`src/rtl/settings_bus_arbiter.sv`:
```
// Settings bus arbiter: two queued writers share one serial settings bus, one strobe per grant.
// Build option SETTINGS_ARB_ROUND_ROBIN_EN replaces A-over-B priority with round-robin.
//
// state   | meaning
// S_IDLE  | waiting for a queued write; pops the winning FIFO head
// S_ISSUE | serial_strobe high for one cycle with the popped entry
// S_GAP   | forced idle cycles after a strobe
module settings_bus_arbiter #(
  parameter int DEPTH_LOG2 = 2,
  parameter int GAP        = 1
) (
  input  logic        clock,
  input  logic        reset_n,
  input  logic        strobe_a,
  input  logic [6:0]  addr_a,
  input  logic [31:0] data_a,
  input  logic        strobe_b,
  input  logic [6:0]  addr_b,
  input  logic [31:0] data_b,
  input  logic        clear_status,
  output logic        full_a,
  output logic        full_b,
  output logic        serial_strobe,
  output logic [6:0]  serial_addr,
  output logic [31:0] serial_data,
  output logic        busy,
  output logic [1:0]  overflow
);

  localparam int DEPTH = 1 << DEPTH_LOG2;
  localparam int CW    = DEPTH_LOG2 + 1;
  localparam logic [CW-1:0]         CNT_ONE  = CW'(1);
  localparam logic [CW-1:0]         CNT_FULL = CW'(DEPTH);
  localparam logic [DEPTH_LOG2-1:0] PTR_ONE  = DEPTH_LOG2'(1);
  localparam logic [3:0]            GAP_LOAD = (GAP > 0) ? 4'(GAP - 1) : 4'd0;

  typedef enum logic [1:0] {S_IDLE, S_ISSUE, S_GAP} state_t;

  state_t                state, state_next;
  logic [3:0]            gap_cnt;
  logic [38:0]           mem      [2][DEPTH];
  logic [38:0]           req_word [2];
  logic [DEPTH_LOG2-1:0] wr_ptr   [2];
  logic [DEPTH_LOG2-1:0] rd_ptr   [2];
  logic [CW-1:0]         cnt      [2];
  logic [CW-1:0]         cnt_next [2];
  logic [1:0]            req_strobe, push, pop, drop, nonempty, full_q;
  logic [38:0]           head_word;
  logic                  pick, grant_b;

  assign req_strobe  = {strobe_b, strobe_a};
  assign req_word[0] = {addr_a, data_a};
  assign req_word[1] = {addr_b, data_b};
  // full_q is the registered occupancy, so a push into a full FIFO drops even if it pops this cycle
  assign push     = req_strobe & ~full_q;
  assign drop     = req_strobe & full_q;
  assign nonempty = {cnt[1] != '0, cnt[0] != '0};
  assign pick     = (state == S_IDLE) && (nonempty != 2'b00);

`ifdef SETTINGS_ARB_ROUND_ROBIN_EN
  logic prefer_b;
  assign grant_b = nonempty[1] & (~nonempty[0] | prefer_b);

  always_ff @(posedge clock or negedge reset_n) begin
    if (!reset_n)  prefer_b <= 1'b0;
    else if (pick) prefer_b <= ~grant_b;
  end
`else
  assign grant_b = ~nonempty[0];
`endif

  assign pop       = {pick & grant_b, pick & ~grant_b};
  assign head_word = grant_b ? mem[1][rd_ptr[1]] : mem[0][rd_ptr[0]];
  assign full_a    = full_q[0];
  assign full_b    = full_q[1];

  always_comb begin
    for (int i = 0; i < 2; i++) begin
      cnt_next[i] = cnt[i];
      if (push[i] && !pop[i])      cnt_next[i] = cnt[i] + CNT_ONE;
      else if (pop[i] && !push[i]) cnt_next[i] = cnt[i] - CNT_ONE;
    end
  end

  always_ff @(posedge clock) begin
    for (int i = 0; i < 2; i++)
      if (push[i]) mem[i][wr_ptr[i]] <= req_word[i];
  end

  always_ff @(posedge clock or negedge reset_n) begin
    if (!reset_n) begin
      for (int i = 0; i < 2; i++) begin
        wr_ptr[i] <= '0;
        rd_ptr[i] <= '0;
        cnt[i]    <= '0;
      end
      full_q   <= 2'b00;
      overflow <= 2'b00;
    end else begin
      for (int i = 0; i < 2; i++) begin
        if (push[i]) wr_ptr[i] <= wr_ptr[i] + PTR_ONE;
        if (pop[i])  rd_ptr[i] <= rd_ptr[i] + PTR_ONE;
        cnt[i]      <= cnt_next[i];
        full_q[i]   <= (cnt_next[i] == CNT_FULL);
        overflow[i] <= drop[i] | (overflow[i] & ~clear_status);
      end
    end
  end

  always_ff @(posedge clock or negedge reset_n) begin
    if (!reset_n) begin
      state       <= S_IDLE;
      gap_cnt     <= 4'd0;
      serial_addr <= 7'd0;
      serial_data <= 32'd0;
      busy        <= 1'b0;
    end else begin
      state <= state_next;
      if (state == S_ISSUE)                    gap_cnt <= GAP_LOAD;
      else if (state == S_GAP && gap_cnt != 0) gap_cnt <= gap_cnt - 4'd1;
      if (pick) {serial_addr, serial_data} <= head_word;
      busy <= (cnt_next[0] != '0) | (cnt_next[1] != '0) | (state_next != S_IDLE);
    end
  end

  always_comb begin
    state_next = state;
    case (state)
      S_IDLE:  if (pick) state_next = S_ISSUE;
      S_ISSUE: state_next = (GAP > 0) ? S_GAP : S_IDLE;
      S_GAP:   if (gap_cnt == 4'd0) state_next = S_IDLE;
      default: state_next = S_IDLE;
    endcase
  end

  always_comb begin
    serial_strobe = (state == S_ISSUE);
  end

endmodule

```
`config.mk`:
```
export PLATFORM = sky130hd
export DESIGN_NAME = settings_bus_arbiter
export DESIGN_NICKNAME = d
export VERILOG_FILES = /design/src/rtl/settings_bus_arbiter.sv
export SDC_FILE = /design/constraint.sdc
export NUM_CORES = 1
export LEC_CHECK = 0
export BUFFER_PORTS_ARGS = -buffer_cell sky130_fd_sc_hd__buf_2
export CAP_MARGIN = 20
export CORE_MARGIN = 2
export CORE_UTILIZATION = 45
export CTS_BUF_LIST = sky130_fd_sc_hd__clkbuf_8 sky130_fd_sc_hd__clkbuf_16
export CTS_CLUSTER_DIAMETER = 120
export CTS_CLUSTER_SIZE = 20
export DETAILED_ROUTE_END_ITERATION = 6
export GPL_TIMING_DRIVEN = 0
export PLACE_DENSITY = 0.73
export SLEW_MARGIN = 15
export SYNTH_ARGS = -nofsm -noshare
export SYNTH_HDL_FRONTEND = slang
export SYNTH_SLANG_ARGS = --single-unit
```
`constraint.sdc`:
```
create_clock -name clock -period 4.7 [get_ports clock]
set_input_delay 0.47 -clock clock [delete_from_list [all_inputs] [get_ports clock]]
set_output_delay 0.47 -clock clock [all_outputs]
set_load 0.005 [all_outputs]
```
==> flow_metrics.env <==
export IMPL_startpoint="cnt[3]$_DFF_PN0_"
export IMPL_worstSetupEndpointType="flip-flop"
export IMPL_pin_count=128
export IMPL_grt_pass1_vias=7584
export IMPL_path_max_fanout=10
export IMPL_fmax_ghz=0.3588
export IMPL_powerDensity_mw_per_mm2=596.1
export IMPL_fin_skew_ps=9.610
export IMPL_synth_distinct_cells=40
export IMPL_rsz0062_at_grt="false"
export IMPL_timing_rr_start="cnt[3]$_DFF_PN0_"
export IMPL_postRouteWirelength_um=29540
export IMPL_track_usage=0.1807
export IMPL_clockBufferDepth=3
export IMPL_utilization=0.5174
export IMPL_syn_nets=831
export IMPL_finalPower_mw=9.707
export IMPL_first_pass_iters=5
export IMPL_ant_nets=0
export IMPL_numCtsBuffers=22
export IMPL_grt_overflow_total=0
export IMPL_synthTopCellsByArea="edfxtp_1, mux4_2, dfrtp_1"
export IMPL_cap_violations=0
export IMPL_synth_top_family_by_area="multiplexers"
export IMPL_synth_xor_area_frac=0.007946
export IMPL_root_buffer="clkbuf_16"
export IMPL_dieArea_mm2=0.03329
export IMPL_num_nets_final=989
export IMPL_gp_congestion=0.7176
export IMPL_ys_flop_type="edfxtp_1"
export IMPL_critPathKind="reg2reg"
export IMPL_holdPathStages=2
export IMPL_synth_warnings=0
export IMPL_synth_commonest_cells="edfxtp_1, nand2_1, mux4_2"
export IMPL_hold_viol=0
export IMPL_antenna_found_initial=8
export IMPL_worst_hold_path_type="in2reg"
export IMPL_routedWlPerCell_um=22.53
export IMPL_place_ws_ps=1926
export IMPL_status="complete, no violations"
export IMPL_relSlewSlack=0.3719
export IMPL_via_count=7157
export IMPL_start_kind="flip-flop"
export IMPL_routed_via_density=5.459
export IMPL_regToRegSetupSlack_ps=1910
export IMPL_final_cells=1311
export IMPL_drive_gt1_frac=0.2770
export IMPL_yosys_area_share_simple=0.04200
export IMPL_synth_edf_count=312
export IMPL_syn_inst=732
export IMPL_drc=0
export IMPL_min_period_over_period=0.5930
export IMPL_tightest_slew_ps=942.2
export IMPL_postCtsSetupRepairBufs=0
export IMPL_grt_max_degree=52
export IMPL_synthAdderAreaFrac=0.01397
export IMPL_netlist_area_mm2=0.01433
export IMPL_clk_insertion_delay_late_ps=540
export IMPL_leakage_nw=5.873
export IMPL_dr_first_iter_drc_count=601
export IMPL_synth_top_area_frac=0.6538
export IMPL_finalWorstPathRequiredPeriod_ps=2787
export IMPL_die_w_um=182.5
export IMPL_crit_arrival_ps=3180
export IMPL_seq_area_frac_synth=0.7656
export IMPL_synth_compound_area_frac=0.03196
export IMPL_coreArea_mm2=0.03147
export IMPL_synth_most_common_cell="edfxtp_1"
export IMPL_cts_sinks=376
export IMPL_rr_worst_depth=7
export IMPL_timing_rr_end="busy$_DFF_PN0_"
export IMPL_tns_ps=0
export IMPL_hpwlAfterDp_um=18390
export IMPL_port_buffers=127
export IMPL_synth_top_cell_by_area="edfxtp_1"
export IMPL_die_y_um=182.5
export IMPL_clk_pin_slew_ps=90
export IMPL_initial_utilization=0.4553
export IMPL_endpoint="busy$_DFF_PN0_"
export IMPL_dp_cells=1266
export IMPL_fin_ws_ps=1913
export IMPL_cp_data_required_time_ps=5090
export IMPL_yosys_register_bits=376
export IMPL_std_cell_rows=65
export IMPL_async_flop_share=0.1702
export IMPL_synthMuxAreaShare=0.1240
export IMPL_setup_viol=0
export IMPL_cts_tree="done"
export IMPL_grt_pass1_wl_um=44870
export IMPL_vdd_drop_max_mv=0.4478
export IMPL_htree_levels=1
export IMPL_drv_slew=0
export IMPL_area_growth_pct=13.63
export IMPL_postSynthAreaPerCell_um2=19.58
-- logic make-up after synthesis --
| group | count (synthesis) |
|---|---|
| xor gates and xnor gates | 13 |
| muxes | 80 |
| AOI/OAI and AO/OA | 62 |
| buffers and inverters | 54 |
| and+or+nand+nor | 131 |
| DFF | 376 |
| adders and majority gates | 16 |
-- worst min path at each step --
stage                                     start                     endpoint
CTS                                clear_status        overflow[1]$_DFF_PN0_
global route                          data_b[0]        mem[0][156]$_DFFE_PP_
detailed placement                      reset_n   serial_addr[3]$_DFFE_PN0P_
floorplan                               reset_n               busy$_DFF_PN0_
finish                             clear_status        overflow[1]$_DFF_PN0_
global placement    serial_data[13]$_DFFE_PN0P_  serial_data[13]$_DFFE_PN0P_
-- per-stage QoR --
stage	hold WS, ps	cell area [µm²]
after floorplan	174.4	14330
after global placement	451.0	15470
after detailed placement	353.4	15590
after CTS	121.5	16260
after global routing	133.8	16280
final	130.8	16280
-- power by group --
group | internal, mW | switching (mW) | total (mW)
clock | 0.921 | 1.03 | 1.95
sequential | 4.41 | 0.252 | 4.66
combinational | 1.34 | 1.75 | 3.09
-- registers in the layout (all words and copies together), names as in the netlist --
register and count:
serial_data 32, cnt 6, serial_addr 7, rd_ptr 4, busy 1, full_q 2
state 2, gap_cnt 4, overflow 2, wr_ptr 4, mem 312
-- timing repair --
item / CTS / global route
hold buffers: 1 / 0
hold endpoints to repair: 13 / 0
gates resized for setup: 0 / 0
-- placed cells by master, fill, tap and decap left out, drive strengths merged, types with 2 or more instances in the layout --
| cell | count |
|---|---|
| xor2 | 2 |
| a21oi | 4 |
| diode | 3 |
| o21ai | 5 |
| and2 | 9 |
| ha | 16 |
| o31ai | 3 |
| nand4 | 2 |
| clkbuf | 54 |
| nand3 | 2 |
| inv | 33 |
| dfrtp | 64 |
| nand2 | 91 |
| mux4 | 78 |
| buf | 140 |
| nand2b | 3 |
| nor2 | 8 |
| edfxtp | 312 |
| a211o | 2 |
| nor2b | 3 |
| mux2i | 2 |
| or4 | 3 |
| o211ai | 4 |
| a22oi | 39 |
| a211oi | 2 |
| nor3 | 3 |
| xnor2 | 11 |
-- final cells by class --
type                       count  area [µm²]
fill                        2533       15190
sequential                   376       10970
multi-input combinational    302        3166
timing repair buffer         134       767.0
clock buffer                  24       600.6
tap                          402       503.0
buffer                        37       145.1
inverter                      17       63.81
clock inverter                16       60.06
antenna                        3       7.507
-- per-layer routing --
layer  GRT usage  wire [µm]  vias up
met5           0         68        -
met4     0.03548        428       10
met3     0.03273       1675       40
met2      0.3076      14840      178
met1      0.2478      12530     3729
li1            -          -     3200
-- worst max-delay path, stage by stage (launching register included) --
cell,delay (ps)
dfrtp_1,450
inv_1,110
ha_1,150
ha_1,260
nor4b_4,580
xnor2_1,200
o311a_1,340
or4_1,560
Power figures use the tool's default switching activity.
